==> config.mk <==
export PLATFORM = sky130hd
export DESIGN_NAME = btn_pattern_recorder
export DESIGN_NICKNAME = d
export VERILOG_FILES = /design/src/rtl/btn_pattern_recorder_pkg.sv /design/src/rtl/btn_pattern_recorder_tick_gen.sv /design/src/rtl/btn_pattern_recorder.sv
export SDC_FILE = /design/constraint.sdc
export NUM_CORES = 1
export LEC_CHECK = 0
export CAP_MARGIN = 20
export CELL_PAD_IN_SITES_DETAIL_PLACEMENT = 2
export CELL_PAD_IN_SITES_GLOBAL_PLACEMENT = 2
export CORE_UTILIZATION = 48
export CTS_BUF_LIST = sky130_fd_sc_hd__clkbuf_8
export DETAILED_ROUTE_END_ITERATION = 8
export GPL_ROUTABILITY_DRIVEN = 0
export HOLD_SLACK_MARGIN = 0.06
export PLACE_DENSITY = 0.9
export RECOVER_POWER = 50
export SLEW_MARGIN = 20
export SYNTH_ARGS = -nofsm -noshare
export SYNTH_HDL_FRONTEND = slang
export SYNTH_SLANG_ARGS = --single-unit
export TNS_END_PERCENT = 10
==> constraint.sdc <==
create_clock -name CLK -period 4.2 [get_ports CLK]
set_clock_uncertainty 0.05 [all_clocks]
set_input_delay 0.63 -clock CLK [delete_from_list [all_inputs] [get_ports CLK]]
set_output_delay 0.63 -clock CLK [all_outputs]
set_load 0.005 [all_outputs]
==> src/rtl/btn_pattern_recorder_pkg.sv <==
// Shared definitions for the button pattern recorder and the LED pattern player.
package btn_pattern_recorder_pkg;

  localparam int unsigned DefaultWidth = 5;
  localparam int unsigned DefaultDepth = 16;

  typedef enum logic [1:0] {
    StIdle   = 2'd0,
    StRecord = 2'd1,
    StFull   = 2'd2
  } state_e;

endpackage

==> src/rtl/btn_pattern_recorder_tick_gen.sv <==
// Free-running prescaler producing a one-cycle tick when the counter is all-ones.
module btn_pattern_recorder_tick_gen #(
  parameter int unsigned DIV_BITS = 21
) (
  input  logic clk_i,
  input  logic rst_ni,
  input  logic clr_i,
  output logic tick_o
);

  logic [DIV_BITS-1:0] cnt_q, cnt_d;

  always_comb begin
    cnt_d = cnt_q + 1'b1;
    if (clr_i) begin
      cnt_d = '0;
    end
  end

  always_ff @(posedge clk_i) begin
    if (!rst_ni) begin
      cnt_q <= '0;
    end else begin
      cnt_q <= cnt_d;
    end
  end

  assign tick_o = &cnt_q;

endmodule

==> src/rtl/btn_pattern_recorder.sv <==
// Records synchronised button samples into a small RAM at the prescaled tick rate.
module btn_pattern_recorder
  import btn_pattern_recorder_pkg::*;
#(
  parameter int unsigned WIDTH    = DefaultWidth,
  parameter int unsigned DEPTH    = DefaultDepth,
  parameter int unsigned ADDR_W   = 4,
  parameter int unsigned DIV_BITS = 21
) (
  input  logic              CLK,
  input  logic              RESET,
  input  logic [WIDTH-1:0]  BTN,
  input  logic              START,
  input  logic              STOP,
  input  logic [ADDR_W-1:0] RD_ADDR,
  output logic [WIDTH-1:0]  RD_DATA,
  output logic [ADDR_W:0]   COUNT,
  output logic              BUSY,
  output logic              FULL
);

  localparam logic [ADDR_W:0] LastCount = (ADDR_W + 1)'(DEPTH - 1);

  state_e              state_q, state_d;
  logic [ADDR_W-1:0]   wptr_q, wptr_d;
  logic [ADDR_W:0]     count_q, count_d;
  logic [WIDTH-1:0]    sync1_q, sync2_q;
  logic [WIDTH-1:0]    rd_data_q;
  logic [WIDTH-1:0]    mem_q [DEPTH];
  logic                tick, presc_clr, we;

  btn_pattern_recorder_tick_gen #(
    .DIV_BITS (DIV_BITS)
  ) u_tick_gen (
    .clk_i  (CLK),
    .rst_ni (RESET),
    .clr_i  (presc_clr),
    .tick_o (tick)
  );

  always_comb begin
    state_d   = state_q;
    wptr_d    = wptr_q;
    count_d   = count_q;
    we        = 1'b0;
    presc_clr = 1'b0;
    unique case (state_q)
      StIdle: begin
        if (START && !STOP) begin
          state_d   = StRecord;
          wptr_d    = '0;
          count_d   = '0;
          presc_clr = 1'b1;
        end
      end
      StRecord: begin
        // A tick coinciding with STOP still stores its sample.
        if (tick) begin
          we      = 1'b1;
          wptr_d  = wptr_q + 1'b1;
          count_d = count_q + 1'b1;
          if (count_q == LastCount) begin
            state_d = StFull;
          end
        end
        if (STOP) begin
          state_d = StIdle;
        end
      end
      StFull: begin
        if (STOP) begin
          state_d = StIdle;
        end else if (START) begin
          state_d   = StRecord;
          wptr_d    = '0;
          count_d   = '0;
          presc_clr = 1'b1;
        end
      end
      default: state_d = StIdle;
    endcase
  end

  always_ff @(posedge CLK) begin
    if (!RESET) begin
      state_q <= StIdle;
      wptr_q  <= '0;
      count_q <= '0;
      sync1_q <= '0;
      sync2_q <= '0;
    end else begin
      state_q <= state_d;
      wptr_q  <= wptr_d;
      count_q <= count_d;
      sync1_q <= BTN;
      sync2_q <= sync1_q;
    end
  end

  // Sample storage carries no reset so it maps onto RAM primitives.
  always_ff @(posedge CLK) begin
    if (we && RESET) begin
      mem_q[wptr_q] <= sync2_q;
    end
  end

  always_ff @(posedge CLK) begin
    if (!RESET) begin
      rd_data_q <= '0;
    end else begin
      rd_data_q <= mem_q[RD_ADDR];
    end
  end

  assign RD_DATA = rd_data_q;
  assign COUNT   = count_q;
  assign BUSY    = (state_q == StRecord);
  assign FULL    = (state_q == StFull);

endmodule

# == Yosys cells after proc, flatten, opt, wreduce, memory -nomap -nowiden ==
# Memories as Yosys holds them, arrays and structs flattened. A register that Yosys moved wholly into a read port is not among the register bits.
# Cells that the tools add are included.
# op_classes
n_addsub,3
n_eq_ne,10
muxes,25
n_bitwise,1
n_reduce_logical,10
# op_table
op,count
"adder 21 x 1 -> 21 bit, second input constant",1
AND reduction 21 bit,1
two-way mux 5 bit,4
two-way mux 4 bit,4
case mux 5 bit (3 select lines),1
two-way mux 2 bit,6
case mux 4 bit (3 select lines),1
two-way mux 1 bit,7
"inequality test 3 x 2 -> 1 bit, second input constant",2
case mux 2 bit (3 select lines),1
"adder 5 x 1 -> 5 bit, second input constant",1
"equality test 5 x 4 -> 1 bit, second input constant",1
AND reduction 5 bit,1
"adder 4 x 1 -> 4 bit, second input constant",1
"inequality test 2 x 1 -> 1 bit, second input constant",2
"inequality test 2 bit, second input constant",2
AND reduction 4 bit,1
"inequality test 3 x 1 -> 1 bit, second input constant",1
nonzero test 3 bit,1
"equality test 2 x 1 -> 1 bit, second input constant",1
"equality test 2 bit, second input constant",1
logical AND 1 bit,2
zero test 1 bit,2
zero test 2 bit,1
other kinds (3),3
# word_totals
regBits,42
ramBits,80
input_bits,13
out_inout_bits,12
elab_cells,56
mem_count,1
# mem_list
name,words,word_bits,rd,rd_clocked_by_memory_dff,write_ports,line,rtl
mem_q,16,5,1,1,1,btn_pattern_recorder.sv:29,logic [WIDTH-1:0] mem_q [DEPTH];

# == Longest topological paths before layout ==
# depth
word_depth,6
mapped_depth,7

# == Hierarchy ==
# A second synthesis with hierarchy kept.
# hier_totals
cells_unflattened,372
area_unflattened_um2,5128.7
# by_module_without_submodules
mod,instances,cells_each,area_per_inst_um2
btn_pattern_recorder,1,266,4160.2
btn_pattern_recorder_tick_gen,1,106,968.4

# == Worst setup path before layout ==
# Ideal clock, no wire load.
# synth_path
path_kind,register -> register
startpoint,register u_tick_gen.cnt_q[0]
endpoint,"memory mem_q[10][0] (netlist name), enable pin"
setup_ns,0.381
arrival_time_ns,2.000
t_required_ns,3.769
slack_ns,1.769
stages_incl_launch_ff,8
path_buffers,2
synth_period_minus_slack_ns,2.431
path_cell_list,dfxtp_1 ha_1 and4_1 clkbuf_1 and3_1 nand2_1 buf_2 nor4_1
# synth_between
elab_chain_cells,6
# synth_lines
element,line,rtl
"start, declared",btn_pattern_recorder_tick_gen.sv:11,"logic [DIV_BITS-1:0] cnt_q, cnt_d;"
"start signal, assigned",btn_pattern_recorder_tick_gen.sv:24,cnt_q <= cnt_d;
AND reduction 21 bit,btn_pattern_recorder_tick_gen.sv:28,assign tick_o = &cnt_q;
two-way mux 1 bit,btn_pattern_recorder.sv:58,if (tick) begin
two-way mux 1 bit,btn_pattern_recorder.sv:47,unique case (state_q)
logical AND 1 bit,btn_pattern_recorder.sv:102,if (we && RESET) begin
two-way mux 1 bit,btn_pattern_recorder.sv:102,
two-way mux 1 bit (implied by the code),btn_pattern_recorder.sv:103,mem_q[wptr_q] <= sync2_q;
"end, declared",btn_pattern_recorder.sv:29,
# No other way between the ends.

# == Final worst setup path ==
# layout_path
startpoint,register u_tick_gen.cnt_q[0]
endpoint,"memory mem_q[11][4] (netlist name), enable pin"
# Same word-level chain as after synthesis.

==> flow_summary.json <==
{
  "post-cts-setup-buffer-count": 0,
  "hold_class": "reg2reg",
  "detail-route-antenna-nets": 0,
  "grt_pass1_vias": 3869,
  "die_x_microns": 105,
  "std_cell_rows": 37,
  "synth_top_area_share_pct": 47.3,
  "power_density_nw_per_um2": 428,
  "io_pins": 25,
  "place_ws_ps": 661,
  "peakVddDrop_mv": 0.247,
  "cp-start-kind": "register",
  "num-fill-cells": 939,
  "drtIter0Drc": 225,
  "layout_setup_ws_ps": 616,
  "fin_crit_ps": 3580,
  "syn_nets": 387,
  "synth_edf_count": 80,
  "hold_viol_final": 0,
  "die_h_microns": 105,
  "yosysSeqAreaShare_pct": 65.8,
  "insertion_delay_ps": 450,
  "slew_headroom_pct": 8.57,
  "area_growth_syn_to_layout_pct": 15.6,
  "post_cts_resized": 0,
  "cts_root_buf": "clkbuf_8",
  "dp_hpwl_microns": 10400,
  "antenna_cells": 0,
  "cts_tree": "done",
  "arrival_ps": 3610,
  "grt_pass1_wl_microns": 25700,
  "drt_wl_total_microns": 17100,
  "p_leak_nw": 1.84,
  "syn_avg_cell_area_sq_um": 13.8,
  "drcViolationCount": 0,
  "clk_pin_slew_ps": 80,
  "grt_overflow": 0,
  "core_area_sq_um": 10300,
  "drt_first_pass_iters": 5,
  "synth_top_area_cell": "edfxtp_1",
  "maxCapViolations": 0,
  "grt_start_max_net_pins": 27,
  "cts_max_level": 4,
  "yosysWarningCount": 0,
  "fin_area_sq_um": 5870,
  "num_vias": 3527,
  "outcome": "complete, no violations",
  "multiInputGateArea_sq_um": 1670,
  "syn_inst": 367,
  "placed_area_sq_um": 5460,
  "fin_hold_ws_ps": 420,
  "ctsLongestPathBuffers": 2,
  "rrSetupSlack_ps": 620,
  "grt_setup_unrepaired": "no",
  "fin_tns_setup_ps": 0,
  "nets": 421,
  "wl_per_cell_microns": 31.0,
  "ff_latch_area_sq_um": 3340,
  "report.final.slew_viol_count": 0,
  "drive_above_1_share_pct": 15.0,
  "design.die.area_sq_um": 11000,
  "worstPathMaxFanout": 12,
  "grt_usage_pct": 33.6,
  "ys_ff_latch": 127,
  "cts-buffers-inserted": 17,
  "start_util_pct": 49.4,
  "setup_viol": 0,
  "io_buffers": 24,
  "synthFlopType": "edfxtp_1",
  "antenna_found_initial": 0,
  "hold_buffers": 0,
  "viasPerCell": 6.41,
  "period_share_pct": 85.3,
  "tightest_slew_ps": 1370,
  "crit_required_ps": 4220,
  "path_class": "reg2reg",
  "syn_area_sq_um": 5080,
  "endpoint_kind": "register",
  "synth_area_leaders": "edfxtp_1, dfxtp_1, mux4_2, mux2i_1, o21ai_0",
  "async_flop_share_pct": 0,
  "cts_sinks": 127,
  "yosys.cell_types.count": 39,
  "max_freq_mhz": 279
}
## logic make-up after synthesis
group                      count (synthesis)  synth area share, %
AOI/OAI and AO/OA                         44                 5.20
DFF                                      127                 65.8
and+or+nand+nor                          123                 13.4
muxes                                     30                 9.61
buffers and inverters                     23                 1.97
xor gates and xnor gates                  13                 2.24
adders and majority gates                  7                 1.72
## synth_stat cells (8+ instances only)
cell type	number
mux4_2	15
dfxtp_1	47
nor4_1	12
nor2_1	22
o21ai_0	20
mux2i_1	15
clkbuf_1	8
and2_1	12
edfxtp_1	80
a21oi_1	10
nand2_1	18
xnor2_1	8
nand4_1	15
## area by class of cell
type / instances / share of cell area (%)
Clock inverter: 15 / 2.49
Timing Repair Buffer: 30 / 4.69
Inverter: 8 / 0.511
Multi-Input combinational cell: 217 / 28.5
Clock buffer: 17 / 3.98
Sequential cell: 127 / 56.9
Tap cell: 136 / 2.90
## worst paths after layout
| kind | endpoint | start | cells after the start |
|---|---|---|---|
| setup reg to reg | mem_q[11][4] | u_tick_gen.cnt_q[0] | 5 |
| setup / recovery | mem_q[11][4] | u_tick_gen.cnt_q[0] | 5 |
| hold reg to reg | sync2_q[3] | sync1_q[3] | 1 |
| hold / removal | sync2_q[3] | sync1_q[3] | 1 |
## stage by stage
| stage | total power, mW | std cells | utilization (%) |
|---|---|---|---|
| 2_1_floorplan | 1.42 | 367 | - |
| 3_3_place_gp | 1.45 | 517 | 53.2 |
| 3_5_place_dp | 1.47 | 517 | 53.2 |
| 4_1_cts | 2.52 | 549 | 56.9 |
| 5_1_grt | 2.57 | 550 | 57.1 |
| 6_report | 2.51 | 550 | 57.1 |
## layout by cell type (no fill, tap or decap), drive strengths merged, types with 6 or more instances in the layout
| master | n |
|---|---|
| nor4 | 12 |
| xnor2 | 8 |
| nor3 | 6 |
| and2 | 12 |
| clkinv | 9 |
| nand2 | 18 |
| and3 | 6 |
| inv | 9 |
| ha | 7 |
| nor2 | 22 |
| mux4 | 15 |
| clkdlybuf4s50 | 21 |
| nor2b | 7 |
| a21oi | 10 |
| o21ai | 20 |
| dfxtp | 47 |
| nand3 | 7 |
| nand4 | 16 |
| edfxtp | 80 |
| or3 | 6 |
| clkbuf | 20 |
| mux2i | 15 |
## worst max-delay path: stages (launching register included)
cell	delay, ps
dfxtp_1	420
ha_1	260
and4_1	400
and3_1	520
nand2_1	500
nor4_1	1050
## power breakdown
group          total [mW]  internal (mW)  switching, mW  leakage, nW
combinational      0.0917         0.0414         0.0503        0.614
clock                1.08          0.523          0.553        0.189
sequential           1.35           1.33         0.0168         1.03
total                2.51           1.89          0.620         1.84
## routing by layer
| layer | wire length (microns) | GRT usage, % | vias to the layer above |
|---|---|---|---|
| met2 | 9350 | 61.3 | 161 |
| met3 | 775 | 6.11 | 36 |
| met1 | 6500 | 38.8 | 1846 |
| li1 | - | - | 1484 |
| met4 | 444 | 13.9 | 0 |
| met5 | 0 | 0 | - |
## sequential cells by signal, indices dropped and copies added (netlist names)
name / flops
COUNT: 5
RD_DATA: 5
mem_q: 80
state_q: 2
sync1_q: 5
sync2_q: 5
u_tick_gen.cnt_q: 21
wptr_q: 4
Note: power is estimated with default switching activity, not from simulation.
